[src/rtl/avalon_bridge_pkg.sv]
// Shared types and command-word layout for the Avalon-MM pipeline bridge.
// Command word, LSB first: byteenable, write, read, address, writedata.
package avalon_bridge_pkg;

    localparam int PENDING_W = 8;

    typedef enum logic {
        IDLE  = 1'b0,
        ISSUE = 1'b1
    } state_t;

    function automatic int be_width(input int data_w);
        return data_w / 8;
    endfunction

    function automatic int off_be();
        return 0;
    endfunction

    function automatic int off_write(input int data_w);
        return be_width(data_w);
    endfunction

    function automatic int off_read(input int data_w);
        return be_width(data_w) + 1;
    endfunction

    function automatic int off_addr(input int data_w);
        return be_width(data_w) + 2;
    endfunction

    function automatic int off_data(input int data_w, input int addr_w);
        return be_width(data_w) + 2 + addr_w;
    endfunction

    function automatic int cmd_width(input int data_w, input int addr_w);
        return off_data(data_w, addr_w) + data_w;
    endfunction

endpackage

[src/rtl/avalon_bridge_sync_fifo.sv]
// Single-clock show-ahead FIFO holding the bridge command words.
// DEPTH must be a power of two so the pointers wrap naturally.
module avalon_bridge_sync_fifo #(
    parameter int WIDTH = 8,
    parameter int DEPTH = 8
) (
    input  logic                     clk,
    input  logic                     reset_n,
    input  logic                     push,
    input  logic [WIDTH-1:0]         wdata,
    input  logic                     pop,
    output logic [WIDTH-1:0]         rdata,
    output logic                     full,
    output logic                     empty,
    output logic [$clog2(DEPTH):0]   count
);

    localparam int AW = $clog2(DEPTH);

    logic [WIDTH-1:0] mem [DEPTH];
    logic [AW-1:0]    wr_ptr, rd_ptr;
    logic             do_push, do_pop;

    assign full    = (count == (AW+1)'(DEPTH));
    assign empty   = (count == '0);
    assign do_push = push & ~full;
    assign do_pop  = pop & ~empty;
    assign rdata   = mem[rd_ptr];

    always_ff @(posedge clk) begin
        if (do_push) mem[wr_ptr] <= wdata;
    end

    always_ff @(posedge clk) begin
        if (!reset_n) begin
            wr_ptr <= '0;
            rd_ptr <= '0;
            count  <= '0;
        end else begin
            if (do_push) wr_ptr <= wr_ptr + 1'b1;
            if (do_pop)  rd_ptr <= rd_ptr + 1'b1;
            case ({do_push, do_pop})
                2'b10:   count <= count + 1'b1;
                2'b01:   count <= count - 1'b1;
                default: ;
            endcase
        end
    end

endmodule

[src/rtl/avalon_mm_pipeline_bridge.sv]
// Avalon-MM pipeline bridge: command FIFO, registered master port with read credits,
// registered response stage. Define AVALON_BRIDGE_EOP_EN to carry endofpacket on responses.
module avalon_mm_pipeline_bridge
    import avalon_bridge_pkg::*;
#(
    parameter int DATA_W      = 32,
    parameter int ADDR_W      = 9,
    parameter int CMD_DEPTH   = 8,
    parameter int MAX_PENDING = 4,
    parameter int BYTE_ADDR   = 1,
    localparam int BE_W       = DATA_W / 8,
    localparam int LSB_W      = $clog2(BE_W),
    localparam int MADDR_W    = ADDR_W + 2 * BYTE_ADDR * LSB_W
) (
    input  logic               clk,
    input  logic               reset_n,
    input  logic [ADDR_W-1:0]  slave_address,
    input  logic [BE_W-1:0]    slave_byteenable,
    input  logic               slave_read,
    input  logic               slave_write,
    input  logic [DATA_W-1:0]  slave_writedata,
    output logic               slave_waitrequest,
    output logic [DATA_W-1:0]  slave_readdata,
    output logic               slave_readdatavalid,
    output logic [MADDR_W-1:0] master_address,
    output logic [BE_W-1:0]    master_byteenable,
    output logic [DATA_W-1:0]  master_writedata,
    output logic               master_read,
    output logic               master_write,
    input  logic               master_waitrequest,
    input  logic [DATA_W-1:0]  master_readdata,
    input  logic               master_readdatavalid,
`ifdef AVALON_BRIDGE_EOP_EN
    input  logic               master_endofpacket,
    output logic               slave_endofpacket,
`endif
    output logic               rsp_unexpected_err
);

    localparam int CMD_W      = cmd_width(DATA_W, ADDR_W);
    localparam int CNT_W      = $clog2(CMD_DEPTH) + 1;
    localparam int ADDR_SHIFT = (BYTE_ADDR != 0) ? LSB_W : 0;

    state_t               state, state_nxt;
    logic [CMD_W-1:0]     push_word, head;
    logic                 fifo_full, fifo_empty, push, load;
    logic [CNT_W-1:0]     fifo_count;
    logic                 fifo_count_unused;
    logic [PENDING_W-1:0] pending;
    logic                 xfer_done, rd_done, credit_ok, head_ok;

    logic [ADDR_W-1:0]    head_addr;
    logic [BE_W-1:0]      head_be;
    logic [DATA_W-1:0]    head_data;
    logic                 head_rd, head_wr;

    assign push_word = {slave_writedata, slave_address, slave_read, slave_write, slave_byteenable};
    assign push      = (slave_read | slave_write) & ~fifo_full;
    assign slave_waitrequest = fifo_full;
    assign fifo_count_unused = ^fifo_count;

    avalon_bridge_sync_fifo #(
        .WIDTH (CMD_W),
        .DEPTH (CMD_DEPTH)
    ) u_cmd_fifo (
        .clk     (clk),
        .reset_n (reset_n),
        .push    (push),
        .wdata   (push_word),
        .pop     (load),
        .rdata   (head),
        .full    (fifo_full),
        .empty   (fifo_empty),
        .count   (fifo_count)
    );

    assign head_be   = head[off_be() +: BE_W];
    assign head_wr   = head[off_write(DATA_W)];
    assign head_rd   = head[off_read(DATA_W)];
    assign head_addr = head[off_addr(DATA_W) +: ADDR_W];
    assign head_data = head[off_data(DATA_W, ADDR_W) +: DATA_W];

    assign xfer_done = (state == ISSUE) & ~master_waitrequest;
    assign rd_done   = xfer_done & master_read;

    // A read completing this cycle already owns a credit, so count it before
    // letting the next read through on the same edge.
    assign credit_ok = ({1'b0, pending} + {{PENDING_W{1'b0}}, rd_done})
                       < (PENDING_W+1)'(MAX_PENDING);
    assign head_ok   = ~fifo_empty & (head_wr | (head_rd & credit_ok));

    always_ff @(posedge clk) begin
        if (!reset_n) state <= IDLE;
        else          state <= state_nxt;
    end

    always_comb begin
        state_nxt = state;
        load      = 1'b0;
        case (state)
            IDLE: begin
                if (head_ok) begin
                    load      = 1'b1;
                    state_nxt = ISSUE;
                end
            end
            ISSUE: begin
                if (~master_waitrequest) begin
                    if (head_ok) load      = 1'b1;
                    else         state_nxt = IDLE;
                end
            end
            default: state_nxt = IDLE;
        endcase
    end

    always_ff @(posedge clk) begin
        if (!reset_n) begin
            master_read       <= 1'b0;
            master_write      <= 1'b0;
            master_address    <= '0;
            master_byteenable <= '0;
            master_writedata  <= '0;
        end else if (load) begin
            master_read       <= head_rd;
            master_write      <= head_wr;
            master_address    <= MADDR_W'(head_addr) << ADDR_SHIFT;
            master_byteenable <= head_be;
            master_writedata  <= head_data;
        end else if (xfer_done) begin
            master_read  <= 1'b0;
            master_write <= 1'b0;
        end
    end

    // Outstanding-read credits; a response with nothing pending is flagged, not counted.
    always_ff @(posedge clk) begin
        if (!reset_n) begin
            pending            <= '0;
            rsp_unexpected_err <= 1'b0;
        end else begin
            case ({rd_done, master_readdatavalid})
                2'b10: pending <= pending + 1'b1;
                2'b01: begin
                    if (pending == '0) rsp_unexpected_err <= 1'b1;
                    else               pending <= pending - 1'b1;
                end
                default: ;
            endcase
        end
    end

`ifdef AVALON_BRIDGE_EOP_EN
    localparam int RSP_W = DATA_W + 1;
    logic [RSP_W-1:0] rsp_in, rsp_q;
    assign rsp_in = {master_endofpacket, master_readdata};
    assign {slave_endofpacket, slave_readdata} = rsp_q;
`else
    localparam int RSP_W = DATA_W;
    logic [RSP_W-1:0] rsp_in, rsp_q;
    assign rsp_in = master_readdata;
    assign slave_readdata = rsp_q;
`endif

    always_ff @(posedge clk) begin
        if (!reset_n) begin
            rsp_q               <= '0;
            slave_readdatavalid <= 1'b0;
        end else begin
            slave_readdatavalid <= master_readdatavalid;
            if (master_readdatavalid) rsp_q <= rsp_in;
        end
    end

endmodule

[config.mk]
export PLATFORM = sky130hd
export DESIGN_NAME = avalon_mm_pipeline_bridge
export DESIGN_NICKNAME = d
export VERILOG_FILES = /design/src/rtl/avalon_bridge_pkg.sv /design/src/rtl/avalon_bridge_sync_fifo.sv /design/src/rtl/avalon_mm_pipeline_bridge.sv
export SDC_FILE = /design/constraint.sdc
export NUM_CORES = 1
export LEC_CHECK = 0
export ABC_AREA = 1
export CAP_MARGIN = 30
export CELL_PAD_IN_SITES_DETAIL_PLACEMENT = 0
export CELL_PAD_IN_SITES_GLOBAL_PLACEMENT = 1
export CORE_AREA = 2 2 253 255
export CTS_BUF_LIST = sky130_fd_sc_hd__clkbuf_4
export DETAILED_ROUTE_END_ITERATION = 7
export DIE_AREA = 0 0 255 257
export PLACE_DENSITY_LB_ADDON = 0.12
export SETUP_SLACK_MARGIN = 0.2
export SLEW_MARGIN = 25
export SYNTH_ARGS = -nofsm -noshare
export SYNTH_HDL_FRONTEND = slang
export SYNTH_SLANG_ARGS = --single-unit
[constraint.sdc]
create_clock -name clk -period 4.3 [get_ports clk]
set_input_delay 1.29 -clock clk [delete_from_list [all_inputs] [get_ports clk]]
set_output_delay 1.29 -clock clk [all_outputs]
set_load 0.05 [all_outputs]
==> reports/metrics.yaml <==
synth-compound-area-share_pct: 3.319
numCtsBuffers: 138
cts_setup_buffers: 0
synth-adder-area-share_pct: 0.8413
synth_cell_types: 28
grt_pass1_wl_um: 78840
cts_root_buf: "clkbuf_4"
outcome: "completed"
layout_commonest_cell: "nand2_1"
ctsResizeCount: 0
worst_slew_pin_slew_ns: 0.8976
hold_ws_ns: 0.4615
final_cell_mix: "550 x nand2_1, 376 x edfxtp_1, 291 x nand3_1, 214 x clkbuf_4, 164 x clkdlybuf4s50_1"
fin_crit_ns: 3.800
whs_endpoint: "master_writedata[9]"
core_area_sq_mm: 0.06274
tns_ns: 0
final_cell_area_sq_mm: 0.02321
grt_max_degree: 97
die_h_um: 257
p_leak_nw: 8.628
nets: 2042
via_per_inst: 4.523
grt_pass1_vias: 12990
whs_path_depth: 2
hold_path_class: "flip-flop to flip-flop"
port_buffers: 164
synth_top_family_by_area: "simple AND/OR/NAND/NOR gates"
fillCellCount: 6197
syn_area_sq_mm: 0.01874
drtIter0Drc: 739
dp_cells: 2653
drtAntennaViolNets: 0
worst_r2r_path_depth: 16
synthMuxAreaShare_pct: 0
yosys_warnings: 0
grtUsageTotal_pct: 16.12
synth-simple-area-share_pct: 20.97
placed_cell_area_sq_mm: 0.02144
hp-start: "master_writedata[9]"
hold_violations: 0
dp_hpwl_um: 27700
fmax_mhz: 263.2
critPathMaxFanout: 6
start_util_pct: 29.87
antenna_found_initial: 4
period_share_pct: 88.37
cts_hold_buffers: 0
finalSetupViolCount: 0
worstSetupPathType: "flip-flop to primary output"
dieArea_sq_mm: 0.06554
cp-start-kind: "flip-flop"
required_ns: 3.01
die_width_um: 255
postLayoutCoreUtil_pct: 36.99
slew_headroom_pct: 40.16
rsz0062_at_grt: "no"
slew_viol_final: 0
row_count: 92
power.density_mw_per_mm2: 653.4
synth-xor-area-share_pct: 0.2804
clock_skew_ns: 0.03925
maxCapViolCount: 0
clkTransAtPathRegs_ns: 0.06
drive_gt1_share_pct: 13.67
clock_latency_ns: 0.94
gp_congestion: 0.7037
gr-total-overflow: 0
syn_inst: 1706
r2r_end: "u_cmd_fifo.count[2]"
cts_tree: "yes"
cts_buffer_depth: 3
avgSynthCellArea_sq_um: 10.98
cts_sinks: 479
setup.worst_path.end_class: "primary output"
regToRegSetupSlack_ns: 1.37
final_cells: 2897
cp.arrival_ns: 2.51
routed_wirelength_um: 51990
area_growth_pct: 23.86
wl_per_cell_um: 17.94
drc: 0
ir_drop_uv: 313.6
pin_count: 169
ys_ff_latch: 479
synth-seq-area-share_pct: 71.26
cts_max_level: 4
worstSetupStartpoint: "u_cmd_fifo.count[0]"
first_pass_iters: 7
vias: 13100
## metal layers
layer  wire [um]  track usage (%)  up-vias
li1            -                -     6437
met1       23470            20.71     6291
met2       24910            25.82      297
met3        2611            4.592       75
met4         986            5.815        2
met5          11                0        -
## worst max-delay path, stage by stage, from the launching register on
cell and delay, ns:
dfxtp_1 0.36, nor2_1 0.17, nand3_1 0.15, inv_1 0.11, clkdlybuf4s50_1 0.82
## where the power goes
group	internal (mW)	switching (mW)
Clock	2.36	1.92
Sequential	5.59	0.292
Combinational	1.48	3.52
Total	9.43	5.73
## sequential cells by signal, summed over array words and instances (netlist names), 3 cells and up, named ones only
name / flops
u_cmd_fifo.mem: 376
slave_readdata: 32
master_address: 9
master_byteenable: 4
u_cmd_fifo.rd_ptr: 3
u_cmd_fifo.count: 4
pending: 8
u_cmd_fifo.wr_ptr: 3
master_writedata: 32
## cell usage after synthesis
cell / number / share of area [%]
nand3_1: 291 / 7.8
buf_2: 19 / 0.51
fa_1: 1 / 0.11
buf_6: 6 / 0.36
clkbuf_1: 58 / 1.2
inv_4: 1 / 0.033
ha_1: 11 / 0.73
conb_1: 1 / 0.020
a21oi_1: 69 / 1.8
buf_4: 4 / 0.16
inv_1: 35 / 0.70
xor2_1: 4 / 0.19
o21ai_0: 48 / 1.3
nand3_2: 1 / 0.053
dfxtp_1: 103 / 11
a31oi_1: 3 / 0.10
nand2_2: 1 / 0.033
edfxtp_1: 376 / 60
and2_1: 1 / 0.033
nand2_1: 550 / 11
nor2_1: 93 / 1.9
o21ai_1: 2 / 0.053
inv_2: 3 / 0.060
nand4_1: 5 / 0.17
buf_1: 16 / 0.32
o21bai_1: 1 / 0.040
xnor2_1: 2 / 0.093
or2_2: 1 / 0.033
## per-stage QoR
stage / worst slack [ns] / power, mW
3_5_place_dp: 0.5474 / 11.09
3_3_place_gp: 0.5449 / 11.06
6_report: 0.4999 / 15.16
2_1_floorplan: 0.2139 / 9.325
4_1_cts: 0.3528 / 15.49
5_1_grt: 0.2832 / 16.22
## cell type report
cell class | instances | area [sq um] | share of cell area (%)
clock inverters | 27 | 156.4 | 0.6739
inverters | 39 | 150.1 | 0.6469
flip-flops and latches | 479 | 13360 | 57.57
multi-input cells | 1088 | 4837 | 20.84
diodes | 3 | 7.507 | 0.03235
well taps | 846 | 1059 | 4.561
repair buffers | 201 | 2031 | 8.750
clock buffers | 214 | 1607 | 6.922
## kinds of logic (layout without fill, tap and decap cells)
group                      Yosys count  after routing
and+or+nand+nor                    943            943
DFF                                479            479
buffers and inverters              142            481
AOI/OAI and AO/OA                  123            123
adders and majority gates           12             12
xor gates and xnor gates             6              6
other                                1              7
## worst max path at each step
stage | end | slack, ns | depth (start not counted)
after floorplan | u_cmd_fifo.mem[0][0] | 0.21 | 4
after global placement | u_cmd_fifo.count[3] | 0.54 | 15
after detailed placement | u_cmd_fifo.count[3] | 0.55 | 15
after CTS | slave_waitrequest | 0.35 | 4
after global routing | slave_waitrequest | 0.28 | 4
final | slave_waitrequest | 0.50 | 4
No activity file was read; power rests on OpenSTA's default activity.
